File: src/rtl/serial_subtractor.sv
// rtl/serial_subtractor.sv - bit-serial two's-complement subtractor, one difference bit per clock, LSB first
module serial_subtractor #(
  parameter int W = 8
) (
  input  logic         clk,
  input  logic         rst_n,
  input  logic         start,
  input  logic [W-1:0] a,
  input  logic [W-1:0] b,
  input  logic         bin,
  output logic         busy,
  output logic         dout_bit,
  output logic         dout_valid,
  output logic         done,
  output logic [W-1:0] diff,
  output logic         bout
);

  localparam int CW = (W > 1) ? $clog2(W) : 1;

  typedef enum logic [1:0] {
    IDLE = 2'd0,
    RUN  = 2'd1,
    DONE = 2'd2
  } state_t;

  state_t         state;
  state_t         state_next;
  logic [W-1:0]   sa;
  logic [W-1:0]   sb;
  logic           br;
  logic [CW-1:0]  cnt;
  logic [W-1:0]   diff_r;
  logic           bout_r;
  logic           accept;
  logic           last;
  logic           d;
  logic           br_next;

  // Full-subtractor cell shared by every bit position.
  assign d       = sa[0] ^ sb[0] ^ br;
  assign br_next = (~sa[0] & sb[0]) | (~(sa[0] ^ sb[0]) & br);
  assign last    = (cnt == CW'(W - 1));

  always_ff @(posedge clk or negedge rst_n) begin
    if (!rst_n) begin
      state <= IDLE;
    end else begin
      state <= state_next;
    end
  end

  always_comb begin
    state_next = state;
    accept     = 1'b0;
    busy       = 1'b0;
    dout_valid = 1'b0;
    done       = 1'b0;
    case (state)
      IDLE: begin
        if (start) begin
          accept     = 1'b1;
          state_next = RUN;
        end
      end
      RUN: begin
        busy       = 1'b1;
        dout_valid = 1'b1;
        if (last) begin
          state_next = DONE;
        end
      end
      DONE: begin
        done = 1'b1;
        if (start) begin
          accept     = 1'b1;
          state_next = RUN;
        end else begin
          state_next = IDLE;
        end
      end
      default: begin
        state_next = IDLE;
      end
    endcase
  end

  // Gated so the stale final borrow left in br does not leak out after RUN.
  assign dout_bit = dout_valid & d;

  always_ff @(posedge clk or negedge rst_n) begin
    if (!rst_n) begin
      sa     <= '0;
      sb     <= '0;
      br     <= 1'b0;
      cnt    <= '0;
      diff_r <= '0;
      bout_r <= 1'b0;
    end else if (accept) begin
      sa  <= a;
      sb  <= b;
      br  <= bin;
      cnt <= '0;
    end else if (state == RUN) begin
      sa     <= sa >> 1;
      sb     <= sb >> 1;
      br     <= br_next;
      diff_r <= {d, diff_r[W-1:1]};
      if (last) begin
        bout_r <= br_next;
      end else begin
        cnt <= cnt + CW'(1);
      end
    end
  end

  assign diff = diff_r;
  assign bout = bout_r;

endmodule

File: config.mk
export PLATFORM = sky130hd
export DESIGN_NAME = serial_subtractor
export DESIGN_NICKNAME = d
export VERILOG_FILES = /design/src/rtl/serial_subtractor.sv
export SDC_FILE = /design/constraint.sdc
export NUM_CORES = 1
export LEC_CHECK = 0
export CAP_MARGIN = 10
export CELL_PAD_IN_SITES_DETAIL_PLACEMENT = 1
export CELL_PAD_IN_SITES_GLOBAL_PLACEMENT = 2
export CORE_AREA = 2 2 70 72
export CTS_CLUSTER_SIZE = 10
export DETAILED_ROUTE_END_ITERATION = 12
export DIE_AREA = 0 0 72 74
export PLACE_DENSITY = 0.92
export SYNTH_ARGS = -nofsm -noshare
export SYNTH_HDL_FRONTEND = slang
export SYNTH_SLANG_ARGS = --single-unit
File: constraint.sdc
create_clock -name clk -period 3.05 [get_ports clk]
set_input_delay 0.915 -clock clk [delete_from_list [all_inputs] [get_ports clk]]
set_output_delay 0.915 -clock clk [all_outputs]
set_load 0.01 [all_outputs]
---- After elaboration in Yosys (flattened, before gate mapping) ----
Cells that the tools add are included.
word-level totals
  logic and storage cells ................. 47
  register bits ........................... 31
  output and inout port bits .............. 13
  bits of input ports ..................... 20
cells by class
  equal/unequal tests ..................... 6
  add/subtract/negate cells ............... 1
  bitwise gates (word level) .............. 9
  muxes and demuxes ....................... 17
  reductions and logical operators ........ 7
operators with widths
  cell                                                             count
  8-bit 2-to-1 mux                                                 4
  3-bit 2-to-1 mux                                                 3
  1-bit 2-to-1 mux                                                 7
  2-bit != test, second input constant                             3
  2-bit one-hot mux with 3 select lines                            1
  2-bit AND reduction                                              3
  2-bit 2-to-1 mux                                                 2
  3-bit by 1-bit adder with 3-bit output, second input constant    1
  1-bit AND                                                        3
  3-bit == test, second input constant                             1
  1-bit NOT                                                        3
  3-bit AND reduction                                              1
  2-bit by 1-bit == test with 1-bit output, second input constant  1
  2-bit == test, second input constant                             1
  2-bit zero test                                                  1
  2-bit nonzero test                                               1
  2-bit OR reduction                                               1
  1-bit bitwise XOR                                                2
  1-bit OR                                                         1

---- Longest topological paths before layout ----
Gate-level depths: netlist of run 1.
  word-level depth ........................ 6
  gate-level depth with buffers ........... 6
  gate-level depth less buffers ........... 5

---- Least setup slack after synthesis of run 1 ----
OpenSTA, ideal clock, no wires.
  kind .................................... register to output
  start ................................... reg sa[0]
  end ..................................... out dout_bit
  path buffers ............................ 0
  setup slack ............................. 1.060 ns
  required time ........................... 2.135 ns
  cell stages (with the launch flop) ...... 3
  arrival ................................. 1.075 ns
  cells stage by stage .................... dfrtp_1 -> fa_1 -> and2_1
between the ends
  longest elaborated chain between the ends .. 3
ends and longest elaborated chain
  what                             RTL line  RTL
  start, declared                  29        logic [W-1:0] sa;
  start signal, assigned           105       sa <= sa >> 1;
  1-bit bitwise XOR (2 in series)  41        assign d = sa[0] ^ sb[0] ^ br;
  via d                            37        logic d;
  1-bit AND                        89        assign dout_bit = dout_valid & d;
  end, declared                    12        output logic dout_bit,
The timed path passes the listed nets, and every way through them passes these cells.

---- Final worst setup path of run 1 ----
Ends and elaborated chain as after synthesis.

==> reports/metrics.sh, run 1 <==
OUTCOME='complete, no violations'
SETUP_REPAIR_AFTER_GLOBAL_ROUTING_MISSED_ITS_MARGIN='false'
VIASPERCELL=4.91
CP-END-KIND='output pin'
CP_TOP_FAMILY='adder cells'
POST-SYNTH-TOP-AREA-FRACTION=0.534
NETLIST_TOP_CELLS_COUNT='31 x dfrtp_1, 27 x nand2_1, 16 x inv_1'
YS_WARN_COUNT=0
TRITONCTS_SINK_COUNT=31
TIMING.SLEW.HEADROOM=0.702
DIE_AREA_MM2=0.00533
YS.FLOP_TYPE='dfrtp_1'
POST_LAYOUT_NONFILLER_INSTANCES=234
SYN_AREA_MM2=0.00145
WORST_CLOCK_SKEW_NS=0.00781
FLOORPLAN.INITIALDENSITY=0.316
GRT_PASS1_VIAS=1235
FINAL_ROUTED_DRC_VIOLATION_TOTAL=0
CTSROOTBUFFERMASTER='clkbuf_8'
FINAL_ANTENNA_NET_COUNT=0
WORST-PATH-BUF-INV=1
COUNT_OF_FLIP_FLOPS_WITH_A_BUILT_IN_ENABLE_AFTER_SYNTHESIS=0
DR.FIRST_ITER.DRC_COUNT=89
FLOORPLAN.DIE.WIDTH_UM=72
CP_DATA_REQUIRED_TIME_NS=2.13
PERIOD_SHARE=0.932
CTS.HOLD.BUFFERS_ADDED=0
FIN_SETUP_TNS_NS=0
CLOCK_TREE.BUFFER_DEPTH=2
WORST_SLEW_PIN_SLEW_NS=0.447
WIRE_PER_INST_UM=14.9
P_LEAK_nW=0.899
HOLD_PATH_CLASS='reg2reg'
FMAX_MHz=352
NUM-FILL-CELLS=517
MAXCAPVIOLCOUNT=0
PLACEMENT.SETUP.WORST_SLACK_NS=0.499
TRITONCTS.NUM_BUFFERS=5
CRIT_PATH_MAX_FANOUT=3
SYNTH_AREA_PER_CELL_UM2=10.0
SETUP_VIOL=0
GRT.TOTAL_USAGE=0.147
CLOCK_LATENCY_NS=0.29
GRT-OVFL-TOTAL=0
POST-CTS-SETUP-BUFFER-COUNT=0
SYN_INST=145
NUM_ROWS=25
POST-LAYOUT-TOTAL-POWER_W=0.00199
DRIVE_ABOVE_1_SHARE=0.106
VDD_IR_DROP_MAX_mV=0.238
DETAILROUTE.VIA_COUNT=1150
LAYOUT.NETS=202
WORST_SETUP_HOLD_PATH_CLK_SLEW_NS=0.07
CTS_TREE='done'
SYNTH-SEQ-AREA-SHARE=0.534
CRITICAL_PATH.SLOWEST_CELL='fa_1'
POWER_DENSITY_mW_PER_MM2=1040
PLACEDCELLCOUNT=226
NETLIST-CELL-TYPE-COUNT=28
IOPINCOUNT=33
TIMING.CRITICAL_PATH.CELLS='fa_1 > and2_1 > clkdlybuf4s50_1'
ASYNC_RESET_FF_FRAC=1.00
CORE_REGION_AREA_MM2=0.00460
SYNTHTOPCELLSBYAREA='dfrtp_1 53%, nand2_1 7.0%, a21oi_1 5.2%'
DIE_HEIGHT_UM=74
CRIT_PATH_START_KIND='flop'
ANTENNA_VIOLATIONS_BEFORE_REPAIR=0
TIMING.SETUP.CRITICAL_PATH_CLASS='reg2out'
COUNT_LEADER_SYNTH='dfrtp_1'
DP_HPWL_UM=2620
AREA_GROWTH_SYN_TO_LAYOUT_PCT=31.1
N_ANTENNA_CELL=0
TIMING_MAX_TRANSITION_VIOLATIONS_FINAL=0
GRT_FIRST_PASS_WIRELENGTH_UM=5860
FINALWIRELENGTH_UM=3490
TIMING.FINAL.HOLD_VIOLATIONS=0
TIME_THE_FINAL_WORST_PATH_NEEDS_WITH_I_O_DELAYS_AND_SETUP_NS=2.84
PORT_BUFFERS=32
SYNTH_NETS=168
YOSYS_REGISTER_BITS=31
CRITICAL-PATH-MAX-STAGE-DELAY_NS=0.54
CP_DATA_ARRIVAL_TIME_NS=1.93
CTS_REPAIR_RESIZE_COUNT=0
SYNTHDOMINANTAREACELLTYPE='dfrtp_1'
GRT_MAX_DEGREE=32
FIRST_DRT_PASS_ITERATION_COUNT=4
HTREE_NUM_LEVELS=2
FINALWEIGHTEDCONGESTION=0.713
FINAL_CRITICAL_PATH_SETUP_SLACK_NS=0.208
-- worst paths after layout --
kind	start	end	slack (ns)	cells after the start
worst max-delay path	sa[0]$_DFFE_PN0P_	dout_bit	0.21	3
worst min-delay path	sa[7]$_DFFE_PN0P_	sa[7]$_DFFE_PN0P_	0.49	1
worst max register to register	cnt[0]$_DFFE_PN0P_	cnt[0]$_DFFE_PN0P_	1.52	5
worst min register to register	sa[7]$_DFFE_PN0P_	sa[7]$_DFFE_PN0P_	0.49	1
max in group asynchronous	rst_n	diff[6]$_DFFE_PN0P_	1.73	2
min in group asynchronous	rst_n	diff[0]$_DFFE_PN0P_	1.02	2
-- cell families after synthesis --
kind of cell	Yosys count	synth area share
AND/OR/NAND/NOR	44	0.152
AO/OA/AOI/OAI	38	0.161
flip-flops	31	0.534
buffers and inverters	26	0.102
multiplexers	3	0.0207
adder cells (fa/ha/maj)	3	0.0310
-- placed cells by master (no fill, tap or decap), drive strengths merged --
| cell type | n |
|---|---|
| or3b | 1 |
| fa | 1 |
| inv | 17 |
| o211ai | 2 |
| o21ai | 3 |
| dfrtp | 31 |
| nand3 | 4 |
| nand2b | 2 |
| a21oi | 15 |
| nand2 | 27 |
| buf | 4 |
| bufinv | 1 |
| clkdlybuf4s50 | 32 |
| ha | 2 |
| nor2 | 4 |
| o22ai | 11 |
| nor2b | 4 |
| a211oi | 3 |
| a21o | 2 |
| a221o | 1 |
| clkbuf | 6 |
| nand3b | 1 |
| o2bb2ai | 1 |
| clkinv | 1 |
| mux2i | 3 |
| and2 | 1 |
-- metal layers --
metal,vias to the layer above,global-route usage,wire length (um)
met5,-,0,0
met4,0,0.0587,55
met3,7,0.0515,173
met2,24,0.259,1830
met1,572,0.164,1430
li1,547,-,-
-- flip-flops by register name, indices dropped and copies added, names as in the netlist --
signal,flops
diff,8
sa,8
sb,8
cnt,3
state,2
bout,1
br,1
-- where the power goes --
part           internal (W)  switching, W
Sequential         0.000599      0.000130
Clock              0.000264      0.000156
Combinational      0.000410      0.000431
-- layout make-up --
type | instances | area, um^2 | share of cell area
flip-flops and latches | 31 | 776 | 0.407
inverters | 17 | 63.8 | 0.0335
clock inverters | 2 | 35.0 | 0.0184
repair buffers | 36 | 350 | 0.184
multi-input cells | 88 | 531 | 0.278
well taps | 54 | 67.6 | 0.0355
clock buffers | 6 | 82.6 | 0.0433
-- per-stage QoR --
stage	hold slack, ns	util	area (um^2)
after CTS	0.494	0.414	1910
after detailed placement	0.475	0.389	1790
final	0.491	0.414	1910
after global placement	0.463	0.389	1790
after global routing	0.535	0.414	1910
after floorplan	0.456	-	1450
No activity file was read; power rests on OpenSTA's default activity.
==> inputs of run 2 (changes only) <==
--- a/config.mk
+++ b/config.mk
@@ -12,7 +12,9 @@
 export CTS_CLUSTER_SIZE = 10
 export DETAILED_ROUTE_END_ITERATION = 12
 export DIE_AREA = 0 0 72 74
+export GPL_TIMING_DRIVEN = 0
 export PLACE_DENSITY = 0.92
+export SLEW_MARGIN = 25
 export SYNTH_ARGS = -nofsm -noshare
 export SYNTH_HDL_FRONTEND = slang
 export SYNTH_SLANG_ARGS = --single-unit
==> run 2 against run 1 <==
Effect of this change:
- sequential power shrank 2%
- total power is 3.7% lower
- cell count increased by 2.1%
- global-route usage decreased by 0.67 points
- die area stayed put
- clock skew fell by 0.0051 ns
- register-to-register slack is essentially flat
- wire length fell by 8.8%
- combinational power is 5.8% higher
- via count down 0.61%
- critical path type unchanged
==> reports/metrics.sh, run 2 (synthesis gave the netlist of run 1 again) <==
FIN_SETUP_TNS_NS=0  # unchanged
LAYOUT.NETS=207  # was 202
CTS.HOLD.BUFFERS_ADDED=0  # unchanged
PLACEDCELLCOUNT=231  # was 226
FINAL_CRITICAL_PATH_SETUP_SLACK_NS=0.226  # was 0.208 ns
DPL_CELL_AREA_MM2=0.00185  # was 0.00179 mm^2
VIASPERCELL=4.78  # was 4.91
MOST-COMMON-LAYOUT-CELLS='31 x dfrtp_1, 30 x clkdlybuf4s50_1, 27 x nand2_1'  # was 32 x clkdlybuf4s50_1, 31 x dfrtp_1, 27 x nand2_1
FLOORPLAN.DIE.WIDTH_UM=72  # unchanged
TIMING.SLEW.HEADROOM=0.781  # was 0.702
WORST_SETUP_HOLD_PATH_CLK_SLEW_NS=0.06  # was 0.07 ns
TIMING.FINAL.HOLD_VIOLATIONS=0  # unchanged
MOSTFREQUENTLAYOUTCELL='dfrtp_1'  # was clkdlybuf4s50_1
CLOCK_TREE.BUFFER_DEPTH=2  # unchanged
ENDPOINT='dout_bit'  # unchanged
POST-CTS-SETUP-BUFFER-COUNT=0  # unchanged
HOLD_PATH_CLASS='reg2reg'  # unchanged
WORST_CLOCK_SKEW_NS=0.00268  # was 0.00781 ns
WORST-PATH-STAGES=3  # unchanged
CLOCK_LATENCY_NS=0.28  # was 0.29 ns
GRT_FIRST_PASS_WIRELENGTH_UM=5610  # was 5860 um
TIMING_MAX_TRANSITION_VIOLATIONS_FINAL=0  # unchanged
DRIVE_ABOVE_1_SHARE=0.130  # was 0.106
CP_DATA_REQUIRED_TIME_NS=2.13  # about the same
SETUP_VIOL=0  # unchanged
FINALWIRELENGTH_UM=3180  # was 3490 um
CRIT_PATH_START_KIND='flop'  # unchanged
TIMING.REG2REG.SETUP_SLACK_NS=1.53  # was 1.52 ns
CTSROOTBUFFERMASTER='clkbuf_8'  # unchanged
NUM_ROWS=25  # unchanged
CORE_REGION_AREA_MM2=0.00460  # unchanged
GRT.TOTAL_USAGE=0.141  # was 0.147
VDD_IR_DROP_MAX_mV=0.371  # was 0.238 mV
N_ANTENNA_CELL=0  # unchanged
WORST-PATH-BUF-INV=1  # unchanged
CTS_REPAIR_RESIZE_COUNT=0  # unchanged
TIMING.CRITICAL_PATH.CELLS='fa_1 > and2_1 > clkdlybuf4s50_1'  # unchanged
FINAL_ANTENNA_NET_COUNT=0  # unchanged
CP_TOP_FAMILY='buffers and inverters'  # was adder cells
HTREE_NUM_LEVELS=2  # unchanged
DR.FIRST_ITER.DRC_COUNT=25  # was 89
WORST_R2R_PATH_DEPTH=5  # unchanged
FMAX_MHz=354  # was 352 MHz
TIME_THE_FINAL_WORST_PATH_NEEDS_WITH_I_O_DELAYS_AND_SETUP_NS=2.82  # was 2.84 ns
CRITICAL-PATH-MAX-STAGE-DELAY_NS=0.54  # about the same
FINAL_ROUTED_DRC_VIOLATION_TOTAL=0  # unchanged
DETAILROUTE.VIA_COUNT=1143  # was 1,150
WIRE_PER_INST_UM=13.3  # was 14.9 um
DIE_AREA_MM2=0.00533  # unchanged
POWER_DENSITY_mW_PER_MM2=990  # was 1040 mW/mm^2
POSTLAYOUTCELLAREA_MM2=0.00194  # was 0.00191 mm^2
WORST_SLEW_PIN_SLEW_NS=0.328  # was 0.447 ns
P_LEAK_nW=0.917  # was 0.899 nW
GRT-OVFL-TOTAL=0  # unchanged
CRITICAL_PATH.SLOWEST_CELL='clkdlybuf4s50_1'  # was fa_1
CP_DATA_ARRIVAL_TIME_NS=1.91  # was 1.93 ns
CTS_TREE='done'  # unchanged
DIE_HEIGHT_UM=74  # unchanged
FIRST_DRT_PASS_ITERATION_COUNT=4  # unchanged
OUTCOME='complete, no violations'  # unchanged
CP-END-KIND='output pin'  # unchanged
WORST_SETUP_PATH_STARTPOINT='sa[0]$_DFFE_PN0P_'  # unchanged
DP_HPWL_UM=2400  # was 2620 um
AREA_GROWTH_SYN_TO_LAYOUT_PCT=33.1  # was 31.1%
TIMING.SETUP.CRITICAL_PATH_CLASS='reg2out'  # unchanged
PERIOD_SHARE=0.926  # was 0.932
IOPINCOUNT=33  # unchanged
MAXCAPVIOLCOUNT=0  # unchanged
PLACEMENT.SETUP.WORST_SLACK_NS=0.532  # was 0.499 ns
ANTENNA_VIOLATIONS_BEFORE_REPAIR=0  # unchanged
TRITONCTS.NUM_BUFFERS=5  # unchanged
GRT_MAX_DEGREE=21  # was 32
TRITONCTS_SINK_COUNT=31  # unchanged
REGTOREGSTARTPOINT='cnt[0]$_DFFE_PN0P_'  # unchanged
FINALWEIGHTEDCONGESTION=0.714  # was 0.713
HOLDCRITSTARTPOINT='bout$_DFFE_PN0P_'  # was sa[7]$_DFFE_PN0P_
FLOORPLAN.INITIALDENSITY=0.316  # unchanged
POST_LAYOUT_NONFILLER_INSTANCES=239  # was 234
SETUP_REPAIR_AFTER_GLOBAL_ROUTING_MISSED_ITS_MARGIN='false'  # unchanged
GRT_PASS1_VIAS=1196  # was 1,235
CRIT_PATH_MAX_FANOUT=3  # unchanged
REG2REG_TO='cnt[0]$_DFFE_PN0P_'  # unchanged
PORT_BUFFERS=31  # was 32
run 2: cell count changes in the layout (fill, tap and decap cells not counted), sizes merged:
cell	change
buf	+7
clkdlybuf4s50	-2
bufinv	-1
clkbuf	+1
run 2: how the worst min path moves through the flow:
| stage | to | depth (start not counted) | slack [ns] |
|---|---|---|---|
| global placement | diff[0]$_DFFE_PN0P_ | 2 | 0.46 |
| CTS | bout$_DFFE_PN0P_ | 2 | 0.50 |
| detailed placement | bout$_DFFE_PN0P_ | 2 | 0.48 |
| global route | sb[3]$_DFFE_PN0P_ | 1 | 0.53 |
| floorplan | sa[7]$_DFFE_PN0P_ | 1 | 0.46 |
| finish | bout$_DFFE_PN0P_ | 2 | 0.49 |
run 2: power breakdown:
part	internal, W	total [W]	leakage [nW]	switching [W]
sequential	0.000599	0.000715	0.376	0.000117
clock	0.000160	0.000310	0.0422	0.000150
combinational	0.000461	0.000891	0.500	0.000430
total	0.00122	0.00192	0.917	0.000697
run 2: layer usage:
metal  global-route usage  vias up  wire length (um)
li1                     -      562                 -
met1                0.175      550              1490
met2                0.226       25              1500
met3               0.0393        6               128
met4               0.0692        0                61
met5                    0        -                 0
run 2: per-stage QoR:
stage / utilization / total power (W) / hold slack (ns)
2_1_floorplan: - / 0.00128 / 0.456
3_5_place_dp: 0.403 / 0.00163 / 0.481
6_report: 0.421 / 0.00192 / 0.486
4_1_cts: 0.421 / 0.00195 / 0.495
3_3_place_gp: 0.398 / 0.00159 / 0.459
5_1_grt: 0.421 / 0.00209 / 0.527
run 2: layout make-up:
cell class	instances	area, um^2
Clock buffer	7	76.3
Clock inverter	1	5.00
Multi-Input combinational cell	88	531
Sequential cell	31	776
Fill cell	535	2660
Inverter	17	63.8
Timing Repair Buffer	32	333
Buffer	9	83.8
Tap cell	54	67.6
run 2: worst reg2reg max path, delay by kind of cell (launching register included):
| family | cells | cell delay [ns] |
|---|---|---|
| DFF | 1 | 0.41 |
| adders and majority gates | 2 | 0.43 |
| and+or+nand+nor | 2 | 0.51 |
| AOI/OAI and AO/OA | 1 | 0.05 |
